$ cat src/rtl/calc1_pkg.sv
`default_nettype none
// ============================================================================
//  Module      : calc1_pkg
//  Description : Shared command/response codes, FSM state and width defaults
//                for the calc1 responder.
//  Revision    : 1.0 - initial release
// ============================================================================
package calc1_pkg;

    localparam int CALC1_DATA_W = 32;
    localparam int CALC1_CMD_W  = 4;

    localparam logic [3:0] CMD_NOP = 4'd0;
    localparam logic [3:0] CMD_ADD = 4'd1;
    localparam logic [3:0] CMD_SUB = 4'd2;
    localparam logic [3:0] CMD_SHL = 4'd5;
    localparam logic [3:0] CMD_SHR = 4'd6;

    typedef enum logic [1:0] {
        RESP_NONE   = 2'd0,
        RESP_OK     = 2'd1,
        RESP_ERR    = 2'd2,
        RESP_UNUSED = 2'd3
    } resp_e;

    typedef enum logic [1:0] {
        ST_IDLE  = 2'd0,
        ST_OPND2 = 2'd1,
        ST_EXEC  = 2'd2,
        ST_RESP  = 2'd3
    } state_e;

endpackage : calc1_pkg
`default_nettype wire

$ cat src/rtl/calc1_alu.sv
`default_nettype none
// ============================================================================
//  Module      : calc1_alu
//  Description : Combinational add/sub/shift unit; the shifter is only built
//                when CALC1_SHIFT_EN is defined.
//  Revision    : 1.0 - initial release
// ============================================================================
module calc1_alu
    import calc1_pkg::*;
#(
    parameter int DATA_W = CALC1_DATA_W,
    parameter int CMD_W  = CALC1_CMD_W
) (
    input  logic [CMD_W-1:0]  cmd,
    input  logic [DATA_W-1:0] op1,
    input  logic [DATA_W-1:0] op2,
    output resp_e             resp,
    output logic [DATA_W-1:0] data
);

    logic [DATA_W:0] w_sum;
    assign w_sum = {1'b0, op1} + {1'b0, op2};

`ifdef CALC1_SHIFT_EN
    // Shift amount is the low five bits of operand 2 regardless of width.
    logic [4:0]        w_shamt;
    logic [DATA_W-1:0] w_shl;
    logic [DATA_W-1:0] w_shr;
    assign w_shamt = op2[4:0];
    assign w_shl   = op1 << w_shamt;
    assign w_shr   = op1 >> w_shamt;
`endif

    always_comb begin
        resp = RESP_ERR;
        data = '0;
        case (cmd)
            CMD_W'(CMD_ADD): begin
                if (!w_sum[DATA_W]) begin
                    resp = RESP_OK;
                    data = w_sum[DATA_W-1:0];
                end
            end
            CMD_W'(CMD_SUB): begin
                if (op2 <= op1) begin
                    resp = RESP_OK;
                    data = op1 - op2;
                end
            end
`ifdef CALC1_SHIFT_EN
            CMD_W'(CMD_SHL): begin
                resp = RESP_OK;
                data = w_shl;
            end
            CMD_W'(CMD_SHR): begin
                resp = RESP_OK;
                data = w_shr;
            end
`endif
            default: begin
                resp = RESP_ERR;
                data = '0;
            end
        endcase
    end

endmodule : calc1_alu
`default_nettype wire

$ cat src/rtl/calc1_port_responder.sv
`default_nettype none
// ============================================================================
//  Module      : calc1_port_responder
//  Description : Single-channel calc1 responder: command+op1, op2, execute,
//                one-cycle registered response. Shift support: CALC1_SHIFT_EN.
//  Revision    : 1.0 - initial release
// ============================================================================
module calc1_port_responder
    import calc1_pkg::*;
#(
    parameter int DATA_W = CALC1_DATA_W,
    parameter int CMD_W  = CALC1_CMD_W
) (
    input  logic              c_clk,
    input  logic              reset,
    input  logic [CMD_W-1:0]  req_cmd_in,
    input  logic [DATA_W-1:0] req_data_in,
    output logic [1:0]        out_resp,
    output logic [DATA_W-1:0] out_data,
    output logic              busy
);

    state_e            r_state;
    state_e            w_next;
    logic [CMD_W-1:0]  r_cmd;
    logic [DATA_W-1:0] r_op1;
    logic [DATA_W-1:0] r_op2;
    resp_e             r_resp;
    logic [DATA_W-1:0] r_data;
    resp_e             w_alu_resp;
    logic [DATA_W-1:0] w_alu_data;
    logic              w_cmd_valid;
    logic              w_busy;

    assign w_cmd_valid = |req_cmd_in;

    calc1_alu #(
        .DATA_W (DATA_W),
        .CMD_W  (CMD_W)
    ) u_alu (
        .cmd  (r_cmd),
        .op1  (r_op1),
        .op2  (r_op2),
        .resp (w_alu_resp),
        .data (w_alu_data)
    );

    always_ff @(posedge c_clk) begin
        if (!reset) begin
            r_state <= ST_IDLE;
        end else begin
            r_state <= w_next;
        end
    end

    always_comb begin
        w_next = r_state;
        case (r_state)
            ST_IDLE:  w_next = w_cmd_valid ? ST_OPND2 : ST_IDLE;
            ST_OPND2: w_next = ST_EXEC;
            ST_EXEC:  w_next = ST_RESP;
            ST_RESP:  w_next = w_cmd_valid ? ST_OPND2 : ST_IDLE;
            default:  w_next = ST_IDLE;
        endcase
    end

    always_comb begin
        w_busy = 1'b0;
        if ((r_state == ST_OPND2) || (r_state == ST_EXEC)) begin
            w_busy = 1'b1;
        end
    end

    // Response registers are loaded only in EXEC, so they are nonzero for
    // exactly the single RESP cycle that follows.
    always_ff @(posedge c_clk) begin
        if (!reset) begin
            r_cmd  <= '0;
            r_op1  <= '0;
            r_op2  <= '0;
            r_resp <= RESP_NONE;
            r_data <= '0;
        end else begin
            r_resp <= RESP_NONE;
            r_data <= '0;
            case (r_state)
                ST_IDLE, ST_RESP: begin
                    if (w_cmd_valid) begin
                        r_cmd <= req_cmd_in;
                        r_op1 <= req_data_in;
                    end
                end
                ST_OPND2: begin
                    r_op2 <= req_data_in;
                end
                ST_EXEC: begin
                    r_resp <= w_alu_resp;
                    r_data <= w_alu_data;
                end
                default: ;
            endcase
        end
    end

    assign out_resp = r_resp;
    assign out_data = r_data;
    assign busy     = w_busy;

endmodule : calc1_port_responder
`default_nettype wire

$ cat config.mk
export PLATFORM = sky130hd
export DESIGN_NAME = calc1_port_responder
export DESIGN_NICKNAME = d
export VERILOG_FILES = /design/src/rtl/calc1_pkg.sv /design/src/rtl/calc1_alu.sv /design/src/rtl/calc1_port_responder.sv
export SDC_FILE = /design/constraint.sdc
export NUM_CORES = 1
export LEC_CHECK = 0
export ABC_AREA = 1
export CAP_MARGIN = 15
export CELL_PAD_IN_SITES_DETAIL_PLACEMENT = 1
export CELL_PAD_IN_SITES_GLOBAL_PLACEMENT = 1
export CORE_MARGIN = 2
export CORE_UTILIZATION = 46
export CTS_BUF_LIST = sky130_fd_sc_hd__clkbuf_2
export DETAILED_ROUTE_END_ITERATION = 10
export PLACE_DENSITY = 0.95
export REMOVE_ABC_BUFFERS = 1
export SLEW_MARGIN = 20
export SYNTH_ARGS = -nofsm -noshare
export SYNTH_HDL_FRONTEND = slang
export SYNTH_SLANG_ARGS = --single-unit
export TNS_END_PERCENT = 30
$ cat constraint.sdc
create_clock -name c_clk -period 5.3 [get_ports c_clk]
set_input_delay 0.53 -clock c_clk [delete_from_list [all_inputs] [get_ports c_clk]]
set_output_delay 0.53 -clock c_clk [all_outputs]
set_load 0.05 [all_outputs]
## Word level (Yosys, flattened, before mapping)

Index checks and enable logic that the tools add are counted.
W data, S select, Z words.

| word-level totals | value |
|---|---|
| bits in registers | 104 |
| latch bits | 0 |
| bits in writable memories | 0 |
| ROM bits | 0 |
| bits of input ports | 38 |
| output and inout port bits | 35 |
| word-level logic and storage cells | 29 |
| memories | 0 |

| operators by class | value |
|---|---|
| $add $sub $neg | 2 |
| $mul | 0 |
| divide/modulo/power cells | 0 |
| $lt $le $gt $ge | 1 |
| equality and inequality tests | 5 |
| shift operators | 0 |
| mux-type cells | 9 |
| bitwise gates (word level) | 0 |
| reductions and logical operators | 6 |

Operators by type and width:

| kind | number |
|---|---|
| $mux W32 | 2 |
| $pmux W32 S2 | 1 |
| $add A32 B32 Y33 | 1 |
| $le A32 B32 Y1 | 1 |
| $sub A32 B32 Y32 | 1 |
| $pmux W2 S3 | 1 |
| $eq A2 B2 Y1 const B | 2 |
| $eq A4 B1 Y1 const B | 1 |
| $eq A4 B2 Y1 const B | 1 |
| $mux W2 | 2 |
| $pmux W2 S2 | 1 |
| $reduce_and A2 Y1 | 2 |
| $reduce_or A4 Y1 | 1 |
| $eq A2 B1 Y1 const B | 1 |
| $logic_not A2 Y1 | 1 |
| $mux W1 | 2 |
| $reduce_or A2 Y1 | 1 |
| $logic_or A1 B1 Y1 | 1 |

## Logic depth before layout (Yosys ltp)

Gate-level depths: netlist of run 1.

| depth | value |
|---|---|
| word-level depth | 3 |
| depth in mapped cells | 17 |
| depth with buffers taken out | 16 |

## Hierarchy

A second synthesis of run 1 with hierarchy kept.

| second synthesis, totals | value |
|---|---|
| cell total of the unflattened synthesis | 1585 |
| area, all modules | 9146.3 µm² |

Modules (own cells, without submodules):

| module | instances | cells an instance | area each (µm²) | sequential area each (µm²) |
|---|---|---|---|---|
| calc1_alu | 1 | 1167 | 5689.2 | 0.0 |
| calc1_port_responder | 1 | 418 | 3457.1 | 2082.0 |

## Worst setup path before layout of run 1

No wires, ideal clock.

| path | value |
|---|---|
| kind | register to register |
| start point | register r_op1[0] |
| end point | register r_data[13] (netlist: out_data[13]) |
| data arrival time | 1.964 ns |
| data required time | 5.232 ns |
| path slack | 3.267 ns |
| stages on the path, launching flop included | 14 |
| path buffers | 1 |
| clock period less this slack | 2.033 ns |
| cells stage by stage | dfxtp_1 -> inv_1 -> ha_1 -> fa_1 -> nor2_1 -> o21ai_1 -> nand2_4 -> nand2_2 -> nand3_2 -> nand2_4 -> a21boi_4 -> buf_6 -> nand2_2 -> a21oi_2 |

| between the ends | value |
|---|---|
| longest elaborated chain between the ends | 3 |
| elaborated cells between the ends (all ways) | 6 |
| classes of those cells | add/sub: 2; order compare: 1; mux: 3 |

RTL lines:

| element | RTL line | RTL |
|---|---|---|
| start: declaration | calc1_port_responder.sv:26 | `logic [DATA_W-1:0] r_op1;` |
| start signal: assignment | calc1_port_responder.sv:90 | `r_op1 <= req_data_in;` |
| $sub A32 B32 Y32, or another cell as far along | calc1_alu.sv:47 | `data = op1 - op2;` |
| $mux W32 (on tied branches) | calc1_alu.sv:45, calc1_alu.sv:39 |  |
| $pmux W32 S2 (*) | calc1_alu.sv:37 | `case (cmd)` |
| end signal: assignment | calc1_port_responder.sv:98 | `r_data <= w_alu_data;` |
| end: declaration | calc1_port_responder.sv:29 | `logic [DATA_W-1:0] r_data;` |

Mark *: on every way between the ends. The rest lies on a longest branch, timed or not.
A chain may end at the register's enable or synchronous reset.

## Worst setup path in the final report of run 1

| path | value |
|---|---|
| start point | register r_op2[9] |
| end point | register r_data[13] (netlist: out_data[13]) |

| between the ends | value |
|---|---|
| longest elaborated chain between the ends | 3 |
| elaborated cells between the ends (all ways) | 6 |
| classes of those cells | add/sub: 2; order compare: 1; mux: 3 |

RTL lines:

| element | RTL line | RTL |
|---|---|---|
| start: declaration | calc1_port_responder.sv:27 | `logic [DATA_W-1:0] r_op2;` |
| start signal: assignment | calc1_port_responder.sv:94 | `r_op2 <= req_data_in;` |
| $sub A32 B32 Y32, or another cell as far along | calc1_alu.sv:47 |  |
| $mux W32 (on tied branches) | calc1_alu.sv:45, calc1_alu.sv:39 |  |
| $pmux W32 S2 (*) | calc1_alu.sv:37 |  |

Marked as above.

==> impl_summary.log, run 1 <==
INFO  metric status = completed
INFO  metric i_o_pin_cnt = 73
INFO  metric numCtsBuffers = 9
INFO  metric antenna_violations_before_repair = 1
INFO  metric fin_util = a little over 50%
INFO  metric grt.total_usage = 30.9%
INFO  metric die-area = approximately 20000 sq um
INFO  metric ys_top_cells_by_area = dfxtp_1 (24%), nand2_1 (18%), inv_1 (11%)
INFO  metric layout-drive-gt1-share = between 4 and 5%
INFO  metric critical_path_peak_fanout = 23
INFO  metric path_clk_slew = ~350 ps
INFO  metric clock_path_buffers = 2
INFO  metric clock_latency = roughly 700 ps
INFO  metric synth_top_area_cell = dfxtp_1
INFO  metric final_min_period_over_clock_period = a little under three fifths
INFO  metric antenna_violating_nets_post_route = 0
INFO  metric cp_data_arrival_time = ~3600 ps
INFO  metric number_of_flops_mapped_to_enable_cells_by_yosys = 0
INFO  metric buffers_added_on_ports = 72
INFO  metric synth_top_cells_by_count = nand2_1 (433), inv_1 (269), nor2_1 (179)
INFO  metric reg2reg_depth = 14
INFO  metric die_h = approximately 140 um
INFO  metric synth_cell_type_count = 35
INFO  metric path_class = flip-flop to flip-flop
INFO  metric drt-vias-per-instance = between 5 and 6
INFO  metric post_cts_hold_buffer_count = 0
INFO  metric start_util = around 47%
INFO  metric r2r_start = r_op2[9]
INFO  metric clock_root_buffer = clkbuf_2
INFO  metric grt_first_pass_wirelength = roughly 49000 um
INFO  metric yosysTopAreaCellShare = around a quarter
INFO  metric worstPathRequired = ~5900 ps
INFO  metric detail_route.wl_per_cell = between 15 and 20 um
INFO  metric dp_hpwl = roughly 25000 um
INFO  metric std_cell_rows = 50
INFO  metric drt_drc_violations_left = 0
INFO  metric yosys_most_used_dff = dfxtp_1
INFO  metric slew_of_the_pin_with_the_lowest_slew_margin = between 1000 and 1500 ps
INFO  metric number_of_max_slew_violations_in_the_final_report = 0
INFO  metric worst_hold_path.num_cells = 3
INFO  metric drt_pre_antenna_iters = 5
INFO  metric placed_cells_incl_taps = 1748
INFO  metric fmax = roughly 0.33 GHz
INFO  metric fin_nets = 1632
INFO  metric holdPathEnd = r_cmd[3]
INFO  metric syn_warnings = 0
INFO  metric via_count = 9497
INFO  metric wirelength = a little over 30000 um
INFO  metric max_cap_check_violation_count = 0
INFO  metric cts-resized-gates = 0
INFO  metric area.growth.synth_to_final = 9.56%
INFO  metric worstReg2RegEnd = out_data[13]
INFO  metric worst_slew_margin_rel = 31.4%
INFO  metric timing.critical_path.from_type = flip-flop
INFO  metric synth_area_per_cell = roughly 5.9 sq um
INFO  metric min_period = roughly 3000 ps
INFO  metric postLayoutCellArea = between 9000 and 10000 sq um
INFO  metric grt_overflow_total = 0
INFO  metric synthMostInstantiatedCell = nand2_1
INFO  metric finish.cell_count_without_fillers = ~1800
INFO  metric worst_hold_path_type = input port to flip-flop
INFO  metric yosysSeqAreaShare = 23.5%
INFO  metric clock_tree.htree_level_count = 3
INFO  metric pin_count_of_the_biggest_net_entering_global_routing = 71
INFO  metric finClkSkew = 60.0 ps
INFO  metric totalNegativeSetupSlack = 0 ps
INFO  metric core-area = 18800 sq um
INFO  metric ys_seq_elements = around 100
INFO  metric die_width = 143 um
INFO  metric worst-r2r-setup-slack = 2290 ps
INFO  metric ys_async_sr_fraction = 0%
INFO  metric unrepaired_setup_endpoints_after_global_routing = false
INFO  metric finalSetupViolations = 0
INFO  metric routabilityCongestion = between 0.9 and 1
INFO  metric tritoncts_num_sinks = ~100
INFO  metric syn_inst = ~1500
INFO  metric drt_iter0_drc = approximately 650
INFO  metric holdCritStartpoint = req_cmd_in[3]
INFO  metric vias_in_the_first_global_route = approximately 9700
INFO  metric placed_cell_area = 9550 sq um
INFO  metric cts_tree = yes
INFO  metric postCtsSetupBuffers = 0
INFO  metric final-hold-violation-count = 0
INFO  metric timing.critical_path.to_type = flip-flop
INFO  metric synth_area = ~8800 sq um
cell type report:
cell class,instances,area (sq um)
multi-input combinational,1056,5380
clock buffer,10,50.0
fill,2706,9080
clock inverter,6,88.8
inverter,278,1040
sequential,104,2080
tap,234,293
timing repair buffer,76,746
antenna,1,2.50
critical path, cell delays in order, from the launching register on:
cell	delay (ps)
dfxtp_1	410
inv_1	50
ha_1	510
nand2_1	100
nand2_1	160
nand2_1	70
nand2_1	110
nand2_1	70
nand2_1	100
inv_2	50
nand3_2	80
nand2_4	60
a21boi_4	810
nand2_2	100
a21oi_2	210
state kept, by name (all words and copies together), names as in the netlist:
signal    flops
r_state       2
r_op2        32
out_data     32
r_cmd         4
out_resp      2
r_op1        32
per-stage QoR:
step / hold WS [ps] / worst slack [ps]
after floorplan: 450 / 2840
after global placement: 464 / 2470
after detailed placement: 475 / 2370
after CTS: 343 / 2320
after global routing: 360 / 2140
final: 358 / 2290
worst max path at each step:
stage	from	to	slack [ps]	cells past startpoint
floorplan	req_cmd_in[0]	r_cmd[3]	2840	6
finish	r_op2[9]	out_data[13]	2290	14
detailed placement	r_op2[20]	out_data[6]	2370	10
global route	r_op2[20]	out_data[6]	2140	10
global placement	r_op2[18]	out_data[11]	2470	10
CTS	r_op2[12]	out_data[6]	2320	12
cell families after synthesis:
logic type,after synthesis,synth area share (%)
adders and majority gates,69,9.93
DFF,104,23.5
AOI/OAI and AO/OA,197,11.9
and+or+nand+nor,761,36.1
xor gates and xnor gates,29,2.87
buffers and inverters,334,15.6
placed cells by master (no fill, tap or decap), drive strengths merged, types with 5 or more instances in the layout:
master / Yosys / layout
xor2: 27 / 27
o21ai: 82 / 82
nand4: 23 / 23
buf: 34 / 5
ha: 67 / 67
nor2: 187 / 187
clkbuf: 22 / 10
inv: 276 / 279
a21oi: 104 / 104
nand3: 73 / 73
nand2: 459 / 459
dfxtp: 104 / 104
o21bai: 10 / 10
nor3: 11 / 11
clkdlybuf4s50: 0 / 71
per-layer routing:
| layer | global-route usage, % | wire length, um | up-vias | part of all wire (%) |
|---|---|---|---|---|
| met1 | 39.7 | 13500 | 4522 | 44 |
| li1 | - | - | 4629 | - |
| met3 | 3.79 | 1930 | 58 | 6.2 |
| met2 | 53.9 | 14700 | 288 | 48 |
| met4 | 10.1 | 766 | 0 | 2.5 |
| met5 | 0 | 0 | - | 0 |
Power of run 1 is not shown: default switching activity piles up to over one toggle a cycle in this logic, so the estimate is an artifact.
==> run 2: changes to the inputs <==
Settings changed: CORE_UTILIZATION 46 to 42, PLACE_DENSITY 0.95 to 0.91.
Clock period 5.3 ns to 2.9 ns, I/O delays scaled along.
==> impl_summary.log, run 2 (synthesized netlist as in run 1, its figures left out) <==
INFO  metric drt-vias-per-instance = 5.20 (-3.3%)
INFO  metric cts_tree = yes
INFO  metric final_critical_path_setup_slack = 190 ps (-2100 ps)
INFO  metric worst_hold_path.num_cells = 5 (+2)
INFO  metric number_of_max_slew_violations_in_the_final_report = 0 (unchanged)
INFO  metric drt_drc_violations_left = 0 (unchanged)
INFO  metric area.growth.synth_to_final = 12.8%
INFO  metric timing.critical_path.to_type = output pin
INFO  metric holdPathEnd = out_resp[0]
INFO  metric path_class = flip-flop to output pin
INFO  metric vias_in_the_first_global_route = 9630 (-0.51%)
INFO  metric layout-drive-gt1-share = 6.60% (+1.7 points)
INFO  metric clock_tree.htree_level_count = 3 (unchanged)
INFO  metric die-area = 22200 sq um (+9.2%)
INFO  metric finalSetupViolations = 0 (unchanged)
INFO  metric numCtsBuffers = 9 (unchanged)
INFO  metric filler_cell_count = 2970 (+9.8%)
INFO  metric wirelength = 31700 um (+2.5%)
INFO  metric antenna_violating_nets_post_route = 0 (unchanged)
INFO  metric grt.met2_usage = 48.5% (-5.4 points)
INFO  metric max_cap_check_violation_count = 0 (unchanged)
INFO  metric cp_data_arrival_time = 2420 ps (-1190 ps)
INFO  metric postCtsSetupBuffers = 0 (unchanged)
INFO  metric clock_latency = 710 ps (about the same)
INFO  metric timing.critical_path.from_type = flip-flop
INFO  metric multi_input_gate_area = 5400 sq um (+0.35%)
INFO  metric r2r_start = r_op2[11]
INFO  metric status = completed
INFO  metric final-hold-violation-count = 0 (unchanged)
INFO  metric std_cell_rows = 53 (+6.0%)
INFO  metric fmax = 0.369 GHz
INFO  metric worst_slew_margin_rel = 48.0% (+17 points)
INFO  metric commonest_cells_after_routing_fill_and_taps_aside = nand2_1 (433), inv_1 (269), nor2_1 (179), dfxtp_1 (104), a21oi_1 (96)
INFO  metric slew_of_the_pin_with_the_lowest_slew_margin = 774 ps (-253 ps)
INFO  metric critical_path_peak_fanout = 4 (-83%)
INFO  metric die_h = 149 um (+4.5%)
INFO  metric antenna_violations_before_repair = 1 (unchanged)
INFO  metric detail_route.wl_per_cell = 17.2 um (-1.5%)
INFO  metric start_util = 42.5% (-4.6 points)
INFO  metric grt.total_usage = 28.9% (-2.1 points)
INFO  metric drt_iter0_drc = 604 (-7.5%)
INFO  metric die_width = 149 um (+4.5%)
INFO  metric tritoncts_num_sinks = 104 (unchanged)
INFO  metric finClkSkew = 39.9 ps (-20.1 ps)
INFO  metric dp_hpwl = 26100 um (+4.5%)
INFO  metric seq_area = 2080 sq um (unchanged)
INFO  metric fin_nets = 1663 (+1.9%)
INFO  metric path_clk_slew = 320 ps (-30 ps)
INFO  metric worst_hold_path_type = input port to flip-flop
INFO  metric i_o_pin_cnt = 73 (unchanged)
INFO  metric via_count = 9550 (+0.56%)
INFO  metric routabilityCongestion = 0.939 (+0.34%)
INFO  metric clock_root_buffer = clkbuf_2
INFO  metric commonest_non_fill_non_tap_cell_in_the_layout = nand2_1
INFO  metric pin_count_of_the_biggest_net_entering_global_routing = 70 (-1.4%)
INFO  metric grt_util_met3 = 2.91% (-0.88 points)
INFO  metric grt_first_pass_wirelength = 49800 um (+1.3%)
INFO  metric drt_pre_antenna_iters = 4 (-1)
INFO  metric place_worst_setup_slack = 78.4 ps (-2290 ps)
INFO  metric buffers_added_on_ports = 72 (unchanged)
INFO  metric grt_overflow_total = 0 (unchanged)
INFO  metric reg2reg_depth = 15 (+1)
INFO  metric met1_usage_in_global_routing = 38.6% (-1.1 points)
INFO  metric clock_path_buffers = 2 (unchanged)
INFO  metric final_min_period_over_clock_period = 93.5%
INFO  metric grt-busiest-layer = met2
INFO  metric core-area = 20800 sq um (+11%)
INFO  metric worst-r2r-setup-slack = 250 ps (-2040 ps)
INFO  metric holdCritStartpoint = reset
INFO  metric min_period = 2710 ps
INFO  metric totalNegativeSetupSlack = 0 ps (unchanged)
INFO  metric worstReg2RegEnd = out_data[17]
INFO  metric worstPathRequired = 2610 ps (-3290 ps)
INFO  metric unrepaired_setup_endpoints_after_global_routing = false
## run 2: how the worst max path moves through the flow
stage | slack, ps | start | cells after the start | to
after floorplan | 470 | r_state[0] | 6 | r_cmd[3]
after global placement | 240 | r_op1[0] | 12 | out_data[31]
after detailed placement | 80 | r_op1[0] | 12 | out_data[8]
after CTS | 90 | r_op1[0] | 12 | out_data[6]
after global routing | 100 | r_op2[11] | 14 | out_data[9]
final | 190 | r_state[0] | 4 | busy
## run 2: final cells by class
cell class	count	share of cell area [%]
clock inverter	6	0.614
clock buffer	9	0.451
inverter	278	10.5
antenna	1	0.0251
timing repair buffer	106	9.98
tap	275	3.45
sequential	104	20.9
multi-input combinational	1057	54.2
## run 2: what timing repair did
action                     CTS  global route
gates resized for setup      0             1
hold buffers                 0             0
cloned                       1             0
pin swaps                    1             0
setup endpoints to repair    1            11
## run 2: through the flow
stage	hold slack (ps)	instances	cell area, sq um	utilization [%]
floorplan	415	1438	8500	-
global placement	465	1819	9850	47.3
detailed placement	477	1819	9850	47.3
CTS	68.3	1835	9970	47.9
global route	100	1836	9980	47.9
finish	72.8	1836	9980	47.9
## run 2: routing by layer
layer	share of wire [%]	wire length (um)	up-vias
met4	2.7	870	0
met5	0	0	-
met3	5.0	1580	56
met2	46	14600	236
met1	46	14600	4580
li1	-	-	4678
## run 2: worst max-delay path, cell delays in order (launching register included)
cell,delay (ps)
dfxtp_1,440
inv_1,60
ha_1,340
inv_1,80
clkdlybuf4s50_1,800
Power of run 2 is left out for the same reason.
==> run 3: changes to the inputs <==
Settings changed: GPL_TIMING_DRIVEN from default to 0.
==> impl_summary.log, run 3 (synthesized netlist as in run 1, its figures left out) <==
INFO  metric dp_hpwl = 24000 um (-8.2%)
INFO  metric finalSetupViolations = 0 (unchanged)
INFO  metric timing.critical_path.to_type = flip-flop
INFO  metric die-area = 22200 sq um (unchanged)
INFO  metric clock_tree.htree_level_count = 3 (unchanged)
INFO  metric clock_path_buffers = 2 (unchanged)
INFO  metric fmax = 0.364 GHz (-1.3%)
INFO  metric worst-r2r-setup-slack = 150 ps (-100 ps)
INFO  metric number_of_max_slew_violations_in_the_final_report = 0 (unchanged)
INFO  metric postCtsSetupBuffers = 0 (unchanged)
INFO  metric grt.total_usage = 27.3% (-1.6 points)
INFO  metric critical_path_peak_fanout = 30 (+26)
INFO  metric wirelength = 30000 um (-5.2%)
INFO  metric path_clk_slew = 370 ps (+50 ps)
INFO  metric antenna_violations_before_repair = 1 (unchanged)
INFO  metric timing.critical_path.from_type = flip-flop
INFO  metric final_min_period_over_clock_period = 94.7% (+1.2 points)
INFO  metric drt_iter0_drc = 588 (-2.6%)
INFO  metric grt_first_pass_wirelength = 47700 um (-4.1%)
INFO  metric die_h = 149 um (unchanged)
INFO  metric placed_cell_area = 9620 sq um (-2.3%)
INFO  metric layout-drive-gt1-share = 5.35% (-1.3 points)
INFO  metric std_cell_rows = 53 (unchanged)
INFO  metric min_period = 2750 ps (+34.7 ps)
INFO  metric postLayoutCellArea = 9820 sq um (-1.6%)
INFO  metric routabilityCongestion = 0.962 (+2.5%)
INFO  metric start_util = 42.5% (unchanged)
INFO  metric antenna_violating_nets_post_route = 0 (unchanged)
INFO  metric placed_cells_incl_taps = 1788 (-1.7%)
INFO  metric vias_in_the_first_global_route = 9519 (-1.2%)
INFO  metric via_count = 9478 (-0.75%)
INFO  metric area.growth.synth_to_final = 11.0%
INFO  metric finish.cell_count_without_fillers = 1811 (-1.4%)
INFO  metric i_o_pin_cnt = 73 (unchanged)
INFO  metric drt-vias-per-instance = 5.23 (+0.62%)
INFO  metric worst_hold_path_type = input port to flip-flop
INFO  metric commonest_non_fill_non_tap_cell_in_the_layout = nand2_1
INFO  metric worstPathRequired = 3500 ps (+890 ps)
INFO  metric unrepaired_setup_endpoints_after_global_routing = false
INFO  metric finClkSkew = 63.7 ps (+23.8 ps)
INFO  metric clock_root_buffer = clkbuf_2
INFO  metric cp_data_arrival_time = 3350 ps (+930 ps)
INFO  metric multi_input_gate_area = 5430 sq um (+0.46%)
INFO  metric clock_latency = 720 ps (about the same)
INFO  metric totalNegativeSetupSlack = 0 ps (unchanged)
INFO  metric tritoncts_num_sinks = 104 (unchanged)
INFO  metric max_cap_check_violation_count = 0 (unchanged)
INFO  metric worst_slew_margin_rel = 41.6% (-6.4 points)
INFO  metric detail_route.wl_per_cell = 16.6 um (-3.9%)
INFO  metric seq_area = 2080 sq um (unchanged)
INFO  metric grt_overflow_total = 0 (unchanged)
INFO  metric fin_nets = 1635 (-1.7%)
INFO  metric path_class = flip-flop to flip-flop
INFO  metric place_worst_setup_slack = -573 ps (-652 ps)
INFO  metric drt_pre_antenna_iters = 5 (+1)
INFO  metric buffers_added_on_ports = 72 (unchanged)
INFO  metric pin_count_of_the_biggest_net_entering_global_routing = 51 (-27%)
INFO  metric die_width = 149 um (unchanged)
INFO  metric final-hold-violation-count = 0 (unchanged)
INFO  metric status = completed
INFO  metric numCtsBuffers = 9 (unchanged)
INFO  metric drt_drc_violations_left = 0 (unchanged)
INFO  metric core-area = 20800 sq um (unchanged)
INFO  metric cts_tree = yes
INFO  metric commonest_cells_after_routing_fill_and_taps_aside = nand2_1 (431), inv_1 (269), nor2_1 (179), dfxtp_1 (104), a21oi_1 (96)
INFO  metric filler_cell_count = 2997 (+0.91%)
INFO  metric slew_of_the_pin_with_the_lowest_slew_margin = 870 ps (+96.2 ps)
INFO  metric final_critical_path_setup_slack = 155 ps (-34.7 ps)
-- run 3: worst max-delay path, stage by stage, from the launching register on --
cell and delay, ps:
dfxtp_1 440, inv_1 70, ha_1 450, inv_1 130, nand2_1 80, nand2_1 120, a21oi_2 210, nand2_2 100
nand2_1 90, nand2_2 100, nand2_1 90, nand2_2 130, inv_8 230, nand3_1 100, a21oi_1 260
-- run 3: path summary, 6_finish.rpt --
kind	to	cells past startpoint	start
hold reg to reg	r_op2[25]	2	r_op2[25]
hold / removal	r_cmd[3]	3	req_cmd_in[3]
setup / recovery	out_data[19]	14	r_op2[5]
setup reg to reg	out_data[19]	14	r_op2[5]
-- run 3: area by class of cell --
cell class,instances,share of cell area [%]
multi-input combinational,1057,55.3
clock buffer,9,0.459
timing repair buffer,78,8.08
inverter,278,10.7
antenna,3,0.0765
clock inverter,7,0.650
tap,275,3.50
sequential,104,21.2
-- run 3: repair_timing --
action                                  CTS  global route
pin swaps                                 1             1
endpoints found under the setup margin   61            38
gates cloned                              0             1
hold buffers                              3             0
resized for setup                         7             4
endpoints found under the hold margin     7             0
-- run 3: layer usage --
| layer | part of all wire (%) | global-route usage (%) |
|---|---|---|
| met5 | 0 | 0 |
| met2 | 47 | 46.2 |
| met1 | 45 | 35.9 |
| met3 | 4.9 | 3.24 |
| met4 | 2.9 | 9.76 |
-- run 3: metrics by stage --
step | hold WS (ps) | util, %
2_1_floorplan | 415 | -
3_3_place_gp | 468 | 46.0
3_5_place_dp | 475 | 46.2
4_1_cts | 89.3 | 47.0
5_1_grt | 87.7 | 47.1
6_report | 95.1 | 47.2
Power of run 3 is left out for the same reason.
